===== config.mk =====
export PLATFORM = sky130hd
export DESIGN_NAME = pet_state_controller
export DESIGN_NICKNAME = d
export VERILOG_FILES = /design/src/rtl/pet_state_controller.sv
export SDC_FILE = /design/constraint.sdc
export NUM_CORES = 1
export LEC_CHECK = 0
export CAP_MARGIN = 20
export CELL_PAD_IN_SITES_DETAIL_PLACEMENT = 1
export CELL_PAD_IN_SITES_GLOBAL_PLACEMENT = 1
export CORE_UTILIZATION = 40
export CTS_CLUSTER_DIAMETER = 200
export DETAILED_ROUTE_END_ITERATION = 8
export PLACE_DENSITY = 0.81
export SLEW_MARGIN = 20
export SYNTH_ARGS = -nofsm -noshare
export SYNTH_HDL_FRONTEND = slang
export SYNTH_SLANG_ARGS = --single-unit

===== constraint.sdc =====
create_clock -name clk -period 5.7 [get_ports clk]
set_input_delay 1.71 -clock clk [delete_from_list [all_inputs] [get_ports clk]]
set_output_delay 1.71 -clock clk [all_outputs]
set_load 0.02 [all_outputs]

===== src/rtl/pet_state_controller.sv =====
// Game-state sequencer for the pet core. It divides clk into game ticks, ages the
// food and joy stats, and steps the ALIVE/EATING/PLAYING/SICK/DEAD machine.
module pet_state_controller #(
  parameter int TICK_DIV   = 1000,
  parameter int MAX_STAT   = 15,
  parameter int STAT_W     = 4,
  parameter int ACT_TICKS  = 4,
  parameter int SICK_LIMIT = 8
) (
  input  logic              clk,
  input  logic              rst_n,
  input  logic              ena,
  input  logic              feed_btn,
  input  logic              play_btn,
  output logic [STAT_W-1:0] food,
  output logic [STAT_W-1:0] joy,
  output logic [2:0]        state,
  output logic              busy,
  output logic              tick
);

  localparam int DIV_W  = $clog2(TICK_DIV);
  localparam int ACT_W  = $clog2(ACT_TICKS + 1);
  localparam int SICK_W = $clog2(SICK_LIMIT + 1);
  localparam logic [STAT_W-1:0] MAX_S = MAX_STAT[STAT_W-1:0];
  localparam logic [STAT_W:0]   MAX_X = MAX_STAT[STAT_W:0];

  typedef enum logic [2:0] {
    ALIVE   = 3'd0,
    EATING  = 3'd1,
    PLAYING = 3'd2,
    SICK    = 3'd3,
    DEAD    = 3'd4
  } state_t;

  state_t             st_q, st_n;
  logic [DIV_W-1:0]   div_q, div_n;
  logic [ACT_W-1:0]   act_q, act_n;
  logic [SICK_W-1:0]  sick_q, sick_n;
  logic [STAT_W-1:0]  food_q, food_n, joy_q, joy_n;
  logic               parity_q, parity_n;
  logic               feed_q, play_q;
  logic               tick_now, fe, pe, busy_n;
  logic [STAT_W-1:0]  food_dec, joy_dec, food_inc, joy_inc;
  logic [STAT_W:0]    food_sum, joy_sum;

  assign tick_now = ena && (div_q == DIV_W'(TICK_DIV - 1));
  assign fe       = ena & feed_btn & ~feed_q;
  assign pe       = ena & play_btn & ~play_q;

  // Saturating stat arithmetic; sums use one extra bit so the clamp sees overflow.
  assign food_dec = (food_q == '0) ? '0 : food_q - STAT_W'(1);
  assign joy_dec  = (joy_q == '0) ? '0 : joy_q - STAT_W'(1);
  assign food_sum = {1'b0, food_q} + (STAT_W+1)'(2);
  assign joy_sum  = {1'b0, joy_q} + (STAT_W+1)'(2);
  assign food_inc = (food_sum > MAX_X) ? MAX_S : food_sum[STAT_W-1:0];
  assign joy_inc  = (joy_sum > MAX_X) ? MAX_S : joy_sum[STAT_W-1:0];

  always_comb begin
    st_n     = st_q;
    act_n    = act_q;
    sick_n   = sick_q;
    food_n   = food_q;
    joy_n    = joy_q;
    parity_n = parity_q;
    div_n    = div_q;
    if (ena) div_n = tick_now ? '0 : div_q + DIV_W'(1);
    case (st_q)
      ALIVE: begin
        if (tick_now) begin
          food_n   = food_dec;
          parity_n = ~parity_q;
          if (parity_q) joy_n = joy_dec;
        end
        if (fe) begin
          st_n  = EATING;
          act_n = ACT_W'(ACT_TICKS);
        end else if (pe) begin
          st_n  = PLAYING;
          act_n = ACT_W'(ACT_TICKS);
        end else if (tick_now && (food_n == '0 || joy_n == '0)) begin
          st_n   = SICK;
          sick_n = '0;
        end
      end
      EATING: begin
        if (tick_now) begin
          food_n = food_inc;
          act_n  = act_q - ACT_W'(1);
          if (act_q == ACT_W'(1)) st_n = ALIVE;
        end
      end
      PLAYING: begin
        if (tick_now) begin
          joy_n  = joy_inc;
          food_n = food_dec;
          act_n  = act_q - ACT_W'(1);
          if (act_q == ACT_W'(1)) st_n = ALIVE;
        end
      end
      SICK: begin
        if (tick_now) begin
          sick_n = sick_q + SICK_W'(1);
          if (sick_q == SICK_W'(SICK_LIMIT - 1)) st_n = DEAD;
        end
        // Feeding rescues the pet even on the tick that would kill it.
        if (fe) begin
          st_n  = EATING;
          act_n = ACT_W'(ACT_TICKS);
        end
      end
      DEAD:    ;
      default: st_n = ALIVE;
    endcase
    busy_n = (st_n == EATING) || (st_n == PLAYING);
  end

  always_ff @(posedge clk or negedge rst_n) begin
    if (!rst_n) begin
      st_q     <= ALIVE;
      div_q    <= '0;
      act_q    <= '0;
      sick_q   <= '0;
      food_q   <= MAX_S;
      joy_q    <= MAX_S;
      parity_q <= 1'b0;
      feed_q   <= 1'b0;
      play_q   <= 1'b0;
      busy     <= 1'b0;
      tick     <= 1'b0;
    end else begin
      st_q     <= st_n;
      div_q    <= div_n;
      act_q    <= act_n;
      sick_q   <= sick_n;
      food_q   <= food_n;
      joy_q    <= joy_n;
      parity_q <= parity_n;
      feed_q   <= feed_btn;
      play_q   <= play_btn;
      busy     <= busy_n;
      tick     <= tick_now;
    end
  end

  assign food  = food_q;
  assign joy   = joy_q;
  assign state = st_q;

endmodule

---- Yosys cells after proc, flatten, opt, wreduce, memory -nomap -nowiden ----
Index checks and enable logic that the tools add are counted.
W data, S select, Z words.
word-level totals
  logic and storage cells ................. 97
  register bits after elaboration ......... 33
  bits of input ports ..................... 5
cells by class
  add/subtract/negate cells ............... 7
  multiplexer cells ....................... 33
  reductions and logical operators ........ 19
  $lt $le $gt $ge ......................... 2
  equality and inequality tests ........... 18
  bitwise logic cells ..................... 7
operators by type and width
  kind                     number
  $mux W4                  15
  $mux W3                  12
  $logic_not A4 Y1         4
  $pmux W4 S2              2
  $ne A2 B2 Y1 const B     7
  $pmux W3 S4              1
  $pmux W4 S3              1
  $add A10 B1 Y10 const B  1
  $add A4 B2 Y5 const B    2
  $eq A10 B10 Y1 const B   1
  $gt A5 B4 Y1 const B     2
  $mux W10                 1
  $eq A3 B1 Y1 const B     3
  $eq A3 B2 Y1 const B     3
  $pmux W3 S3              1
  $sub A4 B1 Y4 const B    2
  $reduce_and A2 Y1        3
  $reduce_bool A3 Y1       2
  $reduce_and A5 Y1        1
  $add A4 B1 Y4 const B    1
  $and A1 B1 Y1            4
  $eq A4 B3 Y1 const B     1
  $reduce_and A4 Y1        1
  $reduce_bool A2 Y1       2
  9 further kinds          13

---- Logic depth before layout (Yosys ltp) ----
  depth after elaboration ................. 14
  mapped depth ............................ 8
  mapped depth without buffers ............ 7

---- Least setup slack after synthesis ----
OpenSTA, ideal clock, no wires.
  path kind ............................... input to register
  start point ............................. input port ena
  end point ............................... register act_q[0]
  cell stages on the path ................. 5
  library setup time ...................... 0.125 ns
  setup slack ............................. 2.734 ns
  path buffers ............................ 0
  required time ........................... 5.575 ns
  data arrival time ....................... 2.841 ns
  cells stage by stage .................... nand4_2 > o31ai_2 > o211ai_1 > a21oi_2 > mux2_2
between the ends
  cells in the longest elaborated chain, start to end .. 4
  elaborated cells between the ends (all ways) .. 11
  those cells by class .................... eq/ne: 3; mux: 2; bitwise: 4; reduce/logical: 2
RTL lines
  what                                                               RTL line  RTL
  start, declared                                                    12        input logic ena,
  $and A1 B1 Y1, on equally long branches (2 in a row)               48, 49
  $ne A3 B3 Y1 (no line) (tied with other cells)                     -
  $reduce_and A4 Y1 (no line) / $pmux W3 S3 (equally long branches)  -
  end signal, assigned                                               134       act_q <= act_n;
  end, declared                                                      38        logic [ACT_W-1:0] act_q, act_n;
Several ways; a longest one is shown, not always the timed one.
A chain may end at the register's enable or synchronous reset.

---- Final worst setup path ----
  start point ............................. input port ena
  end point ............................... register food_q[1] (netlist: food[1])
between the ends
  cells in the longest elaborated chain, start to end .. 4
  elaborated cells between the ends (all ways) .. 6
  those cells by class .................... eq/ne: 1; mux: 3; reduce/logical: 2
RTL lines
  what                     RTL line  RTL
  $logic_and A1 B1 Y1 (*)  47        assign tick_now = ena && (div_q == DIV_W'(TICK_DIV - 1));
  $mux W4                  -
  $mux W4                  68        case (st_q)
  $pmux W4 S3              68
  end signal, assigned     136       food_q <= food_n;
  end, declared            40        logic [STAT_W-1:0] food_q, food_n, joy_q, joy_n;
Every way passes the cells marked *; elsewhere a longest branch is shown, timed or not. The select of a mux whose other input is x is not followed.

==> reports/qor.yml <==
routing:
  routed_wl_um: 5380
  drt_first_pass_iters: 4
  postRouteAntennaNets: 0
  wl_per_cell_um: 16.1
  via_per_inst: 5.79
  drc: 0
  drtIter0Drc: 108
  dr_total_vias: 1927
timing:
  setup_tns_ns: 0
  setup_viol: 0
  rsz0062_at_grt: "no"
  fin_ws_ns: 1.71
  finClkSkew_ns: 0.00200
  hold_violations: 0
  fmax_mhz: 250
  timing.final.crit_period_ns: 3.99
  slew_headroom_pct: 60.8
  slew_violations: 0
  worst_pin_slew_ns: 0.589
  fin_crit_sh_pct: 70.1
place:
  io_buffer_count: 17
  place_area_um2: 2430
  place_ws_ns: 1.43
  dp_cells: 325
  gp_congestion: 0.814
  hpwlAfterDp_um: 3910
worst_setup_path:
  reg2reg_slack_ns: 3.28
  start_kind: "input port"
  worstSetupEndpointType: "register"
  critPathSlowestCell: "clkdlybuf4s50_1"
  crit_chain: "clkdlybuf4s50_1, and4_2, nand3_1, inv_1, nand2_1, a311oi_1"
  path_max_fanout: 16
  crit_type: "input port to register"
  cp_data_arrival_time_ns: 4.18
  crit_path_max_incr_delay_ns: 0.70
  required_ns: 5.88
synthesis:
  ys_seq_area_share_pct: 37.6
  ys_types: 56
  ys_ff_latch: 33
  synth_flop_cell: "dfrtp_1"
  yosys.area.top_type_share_pct: 28.2
  syn_inst: 247
  synth_area_um2: 2220
  yosys_warnings: 0
  syn_area_per_cell_um2: 8.99
  synth_edf_count: 0
  synthTopCellsByArea: "dfrtp_1 (28%), dfstp_2 (9.5%), ha_1 (6.8%), o21ai_0 (4.3%), nor2_1 (4.1%)"
  synthArstFlopShare_pct: 100
  synth_nets: 264
  synth_top_cell_by_area: "dfrtp_1"
floorplan:
  die-area_um2: 5850
  coreArea_um2: 5240
  initial_core_util_pct: 42.4
  chipHeight_um: 76.5
  std_cell_rows: 26
  boundaryPins: 18
  die_x_um: 76.5
grt:
  grt-ovfl-total: 0
  grt_pass1_wl_um: 9380
  grt_pass1_vias: 1904
  grt_usage_pct: 19.8
  antenna_found_initial: 0
  grt_start_max_net_pins: 34
clocking:
  cts_hold_buf: 0
  cts_tree: "done"
  cts_repair_resize_count: 0
  cts_sinks: 33
  cts-buffers-inserted: 5
  cts.htree.levels: 2
  cts_setup_buffers: 0
  clkLatencyLatePin_ns: 0.28
  clkSlewWorstSetupHoldPaths_ns: 0.07
  root_buffer: "clkbuf_8"
  clockBufferDepth: 2
cells_and_area:
  design_area_um2: 2510
  final_common_cell: "dfrtp_1"
  areaGrowthSynthToFinish_pct: 12.8
  final_layout_size_suffix_gt1_share_pct: 10.3
  finalNonFillerCells: 333
  antennaDiodeCount: 0
  final_cell_mix: "dfrtp_1 (25), nor2_1 (24), nand2_1 (21), o21ai_0 (19), clkdlybuf4s50_1 (17)"
  nNetsFinal: 279
run:
  drv_cap: 0
pwr:
  leakage_uw: 0.00102
  ir_drop_v: 0.000154
  powerDensity_nw_per_um2: 363
outcome:
  outcome: "finished clean"
worst_hold_path:
  hold_path.class: "register to register"
==> stage by stage <==
stage	hold WS (ns)	util (%)	power, uW
global route	0.526	47.9	979
CTS	0.514	47.9	919
detailed placement	0.500	46.3	747
global placement	0.490	46.3	730
floorplan	0.464	-	631
finish	0.510	47.9	909
==> sequential cells by signal, summed over array words and instances (netlist names), 3 cells and up <==
signal,count
div_q,10
food,4
joy,4
sick_q,4
act_q,3
state,3
==> cell families after synthesis <==
| family | share of synthesized area (%) |
|---|---|
| buf+inv | 4.56 |
| flops | 37.6 |
| mux | 2.87 |
| compound gates | 18.9 |
| fa+ha+maj | 6.76 |
| simple gates | 24.6 |
| xor+xnor | 4.73 |
==> area by class of cell <==
cell class | instances | area, um^2
inverter | 11 | 41.3
multi-input combinational | 193 | 1280
sequential | 33 | 836
tap | 70 | 87.6
fill | 623 | 2730
clock buffer | 8 | 80.1
timing repair buffer | 18 | 178
==> synthesized netlist by cell type, types with 3 or more instances <==
cell type  count
and2_1         3
a211oi_1       3
nor3b_1        4
nand3_1       11
nor2b_1        6
nor4_1         3
inv_1         11
mux2_2         3
clkbuf_1       4
a31oi_1        8
nand2_1       21
nand4_1        3
nor3_1         6
o21ai_0       19
dfstp_2        8
dfrtp_1       25
mux2i_1        3
xnor2_1        8
xor2_1         4
nor2_1        24
nand3b_1       4
a21oi_1        9
o211ai_1       4
ha_1          12
==> power breakdown <==
group          total (uW)  internal (uW)  switching (uW)
sequential            399            303            96.6
combinational         342            162             180
clock                 167           86.7            80.4
total                 909            551             357
==> worst paths after layout <==
path / startpoint / end / cells past startpoint
max in group asynchronous: rst_n / food[0] / 2
worst min-delay path: act_q[1] / act_q[1] / 1
min in group asynchronous: rst_n / div_q[8] / 2
worst max register to register: div_q[0] / food[1] / 6
worst min register to register: act_q[1] / act_q[1] / 1
worst max-delay path: ena / food[1] / 6
==> critical path: cells and delay by family <==
family / cells / cell delay [ns]
and+or+nand+nor: 3 / 0.89
AOI/OAI and AO/OA: 1 / 0.32
buffers and inverters: 2 / 1.25
==> metal layers <==
| layer | share of wire, % | wire [um] | GRT usage [%] |
|---|---|---|---|
| met5 | 0 | 0 | 0 |
| met4 | 1.1 | 57 | 4.04 |
| met3 | 2.7 | 143 | 3.23 |
| met2 | 47 | 2540 | 31.8 |
| met1 | 49 | 2640 | 27.9 |
No activity file was read; power rests on OpenSTA's default activity.
